$ cat config.mk
export PLATFORM = sky130hd
export DESIGN_NAME = apb_arb_master
export DESIGN_NICKNAME = d
export VERILOG_FILES = /design/src/rtl/apb_pkg.sv /design/src/rtl/apb_rr_arbiter.sv /design/src/rtl/apb_arb_master.sv
export SDC_FILE = /design/constraint.sdc
export NUM_CORES = 1
export LEC_CHECK = 0
export ABC_AREA = 0
export CAP_MARGIN = 20
export CORE_MARGIN = 5
export CORE_UTILIZATION = 40
export CTS_CLUSTER_SIZE = 16
export DETAILED_ROUTE_END_ITERATION = 10
export GPL_TIMING_DRIVEN = 0
export PLACE_DENSITY = 0.82
export SYNTH_ARGS = -nofsm -noshare
export SYNTH_HDL_FRONTEND = slang
export SYNTH_SLANG_ARGS = --single-unit
$ cat constraint.sdc
create_clock -name clk -period 6.52 [get_ports clk]
set_clock_uncertainty 0.2 [all_clocks]
set_input_delay 0.652 -clock clk [delete_from_list [all_inputs] [get_ports clk]]
set_output_delay 0.652 -clock clk [all_outputs]
set_load 0.01 [all_outputs]
$ cat src/rtl/apb_pkg.sv
// apb_pkg: shared definitions for the arbitrated APB master.
//   apb_state_t  - FSM state encoding (IDLE / SETUP / ACCESS)
//   APB_ADDR_W   - default APB address width
//   APB_DATA_W   - default APB data width
//   APB_TIMEOUT  - default ACCESS cycles allowed without pready before abort
package apb_pkg;

  typedef enum logic [1:0] {
    ST_IDLE   = 2'd0,
    ST_SETUP  = 2'd1,
    ST_ACCESS = 2'd2
  } apb_state_t;

  localparam int APB_ADDR_W  = 5;
  localparam int APB_DATA_W  = 32;
  localparam int APB_TIMEOUT = 16;

endpackage

$ cat src/rtl/apb_rr_arbiter.sv
// apb_rr_arbiter: 2-way round-robin grant with last-grant pointer.
//   clk, reset - clock and asynchronous active-high reset
//   req        - per-requester valid
//   take       - the grant is being used this cycle; advance the pointer
//   gnt        - index of the requester to serve (meaningful when |req)
module apb_rr_arbiter (
  input  logic       clk,
  input  logic       reset,
  input  logic [1:0] req,
  input  logic       take,
  output logic       gnt
);

  logic last;

  // On contention serve the requester not granted last; otherwise the only one asking.
  assign gnt = (&req) ? ~last : req[1];

  // Pointer resets to 1 so requester 0 wins the first contention.
  always_ff @(posedge clk or posedge reset) begin
    if (reset) begin
      last <= 1'b1;
    end else if (take) begin
      last <= gnt;
    end
  end

endmodule

$ cat src/rtl/apb_arb_master.sv
// apb_arb_master: two requesters arbitrated onto a single APB master port.
//   clk, reset          - clock, asynchronous active-high reset
//   req_valid/write/addr/wdata - per-requester request (flat 2 x W buses)
//   req_ready           - one-cycle accept pulse to the granted requester
//   rsp_valid/rdata/err - one-cycle completion pulse plus read data / error
//   psel/penable/pwrite/paddr/pwdata - APB master outputs
//   pready/pslverr/prdata            - APB slave response
//
// state  | meaning
// IDLE   | no transfer in flight; arbitrate pending requests
// SETUP  | APB setup phase (psel=1, penable=0), exactly one cycle
// ACCESS | APB access phase, waiting for pready or the wait timeout
module apb_arb_master
  import apb_pkg::*;
#(
  parameter int ADDR_W  = APB_ADDR_W,
  parameter int DATA_W  = APB_DATA_W,
  parameter int TIMEOUT = APB_TIMEOUT
) (
  input  logic                clk,
  input  logic                reset,
  input  logic [1:0]          req_valid,
  input  logic [1:0]          req_write,
  input  logic [2*ADDR_W-1:0] req_addr,
  input  logic [2*DATA_W-1:0] req_wdata,
  output logic [1:0]          req_ready,
  output logic [1:0]          rsp_valid,
  output logic [DATA_W-1:0]   rsp_rdata,
  output logic                rsp_err,
  output logic                psel,
  output logic                penable,
  output logic                pwrite,
  output logic [ADDR_W-1:0]   paddr,
  output logic [DATA_W-1:0]   pwdata,
  input  logic                pready,
  input  logic                pslverr,
  input  logic [DATA_W-1:0]   prdata
);

  localparam int CNT_W = $clog2(TIMEOUT + 1);

  apb_state_t        state;
  logic [CNT_W-1:0]  wait_cnt;
  logic              gnt_id;
  logic              arb_gnt;
  logic              arb_take;
  logic              sel_write;
  logic [ADDR_W-1:0] sel_addr;
  logic [DATA_W-1:0] sel_wdata;

  assign arb_take  = (state == ST_IDLE) && (|req_valid);
  assign sel_write = arb_gnt ? req_write[1] : req_write[0];
  assign sel_addr  = arb_gnt ? req_addr[2*ADDR_W-1:ADDR_W]  : req_addr[ADDR_W-1:0];
  assign sel_wdata = arb_gnt ? req_wdata[2*DATA_W-1:DATA_W] : req_wdata[DATA_W-1:0];

  apb_rr_arbiter u_arb (
    .clk   (clk),
    .reset (reset),
    .req   (req_valid),
    .take  (arb_take),
    .gnt   (arb_gnt)
  );

  always_ff @(posedge clk or posedge reset) begin
    if (reset) begin
      state     <= ST_IDLE;
      wait_cnt  <= '0;
      gnt_id    <= 1'b0;
      psel      <= 1'b0;
      penable   <= 1'b0;
      pwrite    <= 1'b0;
      paddr     <= '0;
      pwdata    <= '0;
      req_ready <= '0;
      rsp_valid <= '0;
      rsp_rdata <= '0;
      rsp_err   <= 1'b0;
    end else begin
      req_ready <= '0;
      rsp_valid <= '0;
      case (state)
        ST_IDLE: begin
          if (|req_valid) begin
            gnt_id    <= arb_gnt;
            pwrite    <= sel_write;
            paddr     <= sel_addr;
            pwdata    <= sel_wdata;
            req_ready <= arb_gnt ? 2'b10 : 2'b01;
            psel      <= 1'b1;
            penable   <= 1'b0;
            state     <= ST_SETUP;
          end
        end
        ST_SETUP: begin
          penable  <= 1'b1;
          // Terminal count 0 is reached on the TIMEOUT-th ACCESS cycle.
          wait_cnt <= CNT_W'(TIMEOUT - 1);
          state    <= ST_ACCESS;
        end
        ST_ACCESS: begin
          if (pready) begin
            psel      <= 1'b0;
            penable   <= 1'b0;
            rsp_valid <= gnt_id ? 2'b10 : 2'b01;
            rsp_rdata <= pwrite ? '0 : prdata;
            rsp_err   <= pslverr;
            state     <= ST_IDLE;
          end else if (wait_cnt == '0) begin
            psel      <= 1'b0;
            penable   <= 1'b0;
            rsp_valid <= gnt_id ? 2'b10 : 2'b01;
            rsp_rdata <= '0;
            rsp_err   <= 1'b1;
            state     <= ST_IDLE;
          end else begin
            wait_cnt <= wait_cnt - CNT_W'(1);
          end
        end
        default: begin
          psel    <= 1'b0;
          penable <= 1'b0;
          state   <= ST_IDLE;
        end
      endcase
    end
  end

endmodule
==> flow_summary_export.csv <==
group,metric,value,unit
sta,rsz0062_at_grt,"false",
synth,netlist_instances,270,
worst_setup_path,end_kind,"primary output",
route,drc,0,
clock_network,htreeDepth,3,
sta,maxSlewHeadroom,67.05,%
power,p_clk_share,14.4,%
synth,synth_top_area_share,59.49,%
sta,max_freq,0.4423,GHz
sta,tightestPinTransition,0.4943,ns
synth,syn_area_per_cell,13.09,um2
route,routedWlPerCell,18.58,um
synth,muxShareOfSynthArea,0.3187,%
synth,synth_xor_xnor_area_share,0,%
power,p_total,2.408,mW
route,routed-via-count,3148,
final_layout,final_nets,587,
power,pwr-share-comb,49.0,%
die,die_x,104.0,um
route,ant_nets,0,
final_layout,layout-drive-gt1-share,8.386,%
global_routing,gr-total-overflow,0,
synth,yosys.area.top_type,"dfrtp_1",
sta,whs,0.2830,ns
sta,finalCritPeriodShare,34.68,%
worst_setup_path,crit_path_start_kind,"flip-flop",
final_layout,area_delta_synth_final,63.60,%
sta,setup-violations-final,0,
worst_setup_path,critical_path_class,"flip-flop to primary output",
global_routing,track_usage,19.93,%
global_routing,grt_antenna_before_repair,0,
placement,dp_hpwl,8380,um
flow_run,cap_violations,0,
synth,synth_compound_area_share,30.28,%
die,num_rows,34,
worst_setup_path,cpPeakStageDelay,0.59,ns
clock_network,cts-buffers-inserted,9,
power,seqPwrFrac,36.7,%
global_routing,grt_pass1_wl,17640,um
clock_network,post_cts_buffers,0,
sta,fin_tns_setup,0,ns
clock_network,ctsLongestPathBuffers,2,
power,p_int,1.578,mW
route,drt_iter0_markers,95,
worst_setup_path,cp.required,5.67,ns
hold_path,min_path_type,"flip-flop to flip-flop",
route,viasPerCell,5.381,
sta,hold_violations,0,
power,cellPowerDensity,416.6,nW/um2
clock_network,clkTransAtPathRegs,0.09,ns
synth,syn_area,3533,um2
power,p_switching,829.6,uW
synth,syn_nets,385,
synth,yosysSeqAreaShare,60.23,%
sta,finalCriticalPeriod,2.261,ns
synth,synthDistinctLibCells,34,
power,ir_drop,0.0001825,V
synth,yosys.area_share.simple,4.674,%
clock_network,cts-root-buf,"clkbuf_8",
placement,port_buffers,190,
worst_setup_path,crit_chain,"clkdlybuf4s50_1",
worst_setup_path,cp_top_family,"buffers and inverters",
clock_network,cts_tree,"yes",
synth,yosysWarnings,0,
route,detail_route.first_pass.iterations,4,
clock_network,clk_latency,0.36,ns
clock_network,postCtsHoldBufs,0,
clock_network,cts_resized,0,
sta,slew_viol_final,0,
final_layout,num_antenna_cells,0,
synth,synth_top_family_by_area,"compound AO/OA/AOI/OAI gates",
synth,synth.area.top_cells,"dfrtp_1 (59%), a221o_1 (11%), a22o_1 (7.9%)",
worst_setup_path,arrival,1.41,ns
worst_setup_path,crit_slowest_cell,"clkdlybuf4s50_1",
die,dieArea,10810,um2
die,start_util,40.72,%
die,ios,191,
run_status,status,"finished clean",
clock_network,cts.sinks,85,
global_routing,grt_pass1_vias,3452,
power,p_sw_share,34.45,%
synth,synth_fa_ha_area_share,0.3541,%
power,leakage,2.467,nW
placement,gp_congestion,0.7792,
die,die_y,104.0,um
synth,ys_ff_latch,85,
die,coreArea,8678,um2
route,wl,10870,um
worst_setup_path,worst-path-buf-inv,1,
global_routing,grt_start_max_net_pins,55,
worst_setup_path,worstPathMaxFanout,7,
==> through the flow <==
stage / cells / setup WS [ns] / area [um2] / util (%)
2_1_floorplan: 270 / 3.476 / 3533 / -
3_3_place_gp: 568 / 2.256 / 5570 / 64.19
3_5_place_dp: 569 / 4.064 / 5600 / 64.53
4_1_cts: 585 / 4.244 / 5781 / 66.61
5_1_grt: 585 / 4.215 / 5781 / 66.61
6_report: 585 / 4.259 / 5781 / 66.61
==> cell families after synthesis <==
| kind of cell | after synthesis |
|---|---|
| compound gates | 124 |
| flops | 85 |
| mux | 1 |
| simple gates | 25 |
| fa+ha+maj | 1 |
| buf+inv | 34 |
==> metal layers <==
layer | GRT usage, % | vias to the layer above | routed length (um)
met2 | 33.15 | 159 | 5096
li1 | - | 1458 | -
met3 | 9.683 | 11 | 1223
met5 | 0 | - | 0
met1 | 23.05 | 1520 | 4437
met4 | 4.995 | 0 | 114
==> final cells by class <==
cell class | count | area [um2]
fill | 686 | 2898
sequential | 85 | 2128
timing repair buffer | 191 | 1929
multi-input combinational | 151 | 1259
tap | 108 | 135.1
clock buffer | 9 | 123.9
buffer | 26 | 116.4
clock inverter | 7 | 56.30
inverter | 8 | 32.53
==> cell usage in the layout, fill, tap and decap left out, drive strengths merged, types with 6 or more instances in the layout <==
master         synthesis  final
buf                   15     16
clkbuf                11     20
dfrtp                 84     84
inv                    8     11
a22o                  32     32
a221o                 38     38
clkdlybuf4s50          0    190
nor2                   6      6
a21boi                38     38
==> registers in the layout, indices dropped and copies added (netlist names), 2 cells and up <==
register	cells
paddr	5
pwdata	32
req_ready	2
rsp_rdata	32
rsp_valid	2
wait_cnt	5
==> synth_stat cells <==
master and instances:
dfrtp_1 84, a221o_1 38, a21boi_0 37, a22o_1 32
buf_2 15, clkbuf_1 11, inv_1 8, nor2_1 6
a21o_1 2, a21oi_1 2, a2bb2oi_1 2, a31oi_1 2
and3_1 2, nand2_1 2, nand2b_1 2, nand3b_1 2
nor2b_1 2, nor3_1 2, nor4b_1 2, o22ai_1 2
o32a_1 2, a21boi_1 1, dfstp_2 1, ha_1 1
mux2_2 1, nand3_1 1, nor3b_1 1, nor3b_2 1
nor4b_4 1, o21ai_2 1, o221a_2 1, o2bb2ai_1 1
o31ai_1 1, or2_2 1
==> power groups by stage <==
| stage | Combinational [mW] | Sequential [mW] | Clock [mW] |
|---|---|---|---|
| after CTS | 1.20 | 0.883 | 0.355 |
| after global placement | 1.16 | 0.881 | 0 |
| after detailed placement | 1.19 | 0.885 | 0 |
| after floorplan | 0.469 | 0.969 | 0 |
| after global routing | 1.27 | 0.913 | 0.374 |
| final | 1.18 | 0.883 | 0.346 |
==> path summary, 6_finish.rpt <==
check / slack, ns / from / endpoint / cells past startpoint
worst max-delay path: 4.26 / penable / penable / 1
worst min-delay path: 0.28 / gnt_id / rsp_valid[0] / 1
worst min register to register: 0.28 / gnt_id / rsp_valid[0] / 1
max in group asynchronous: 5.04 / reset / u_arb.last / 3
worst max register to register: 4.41 / wait_cnt[0] / rsp_rdata[2] / 6
min in group asynchronous: 0.43 / reset / pwdata[11] / 2
(Power assumes the default switching activity.)
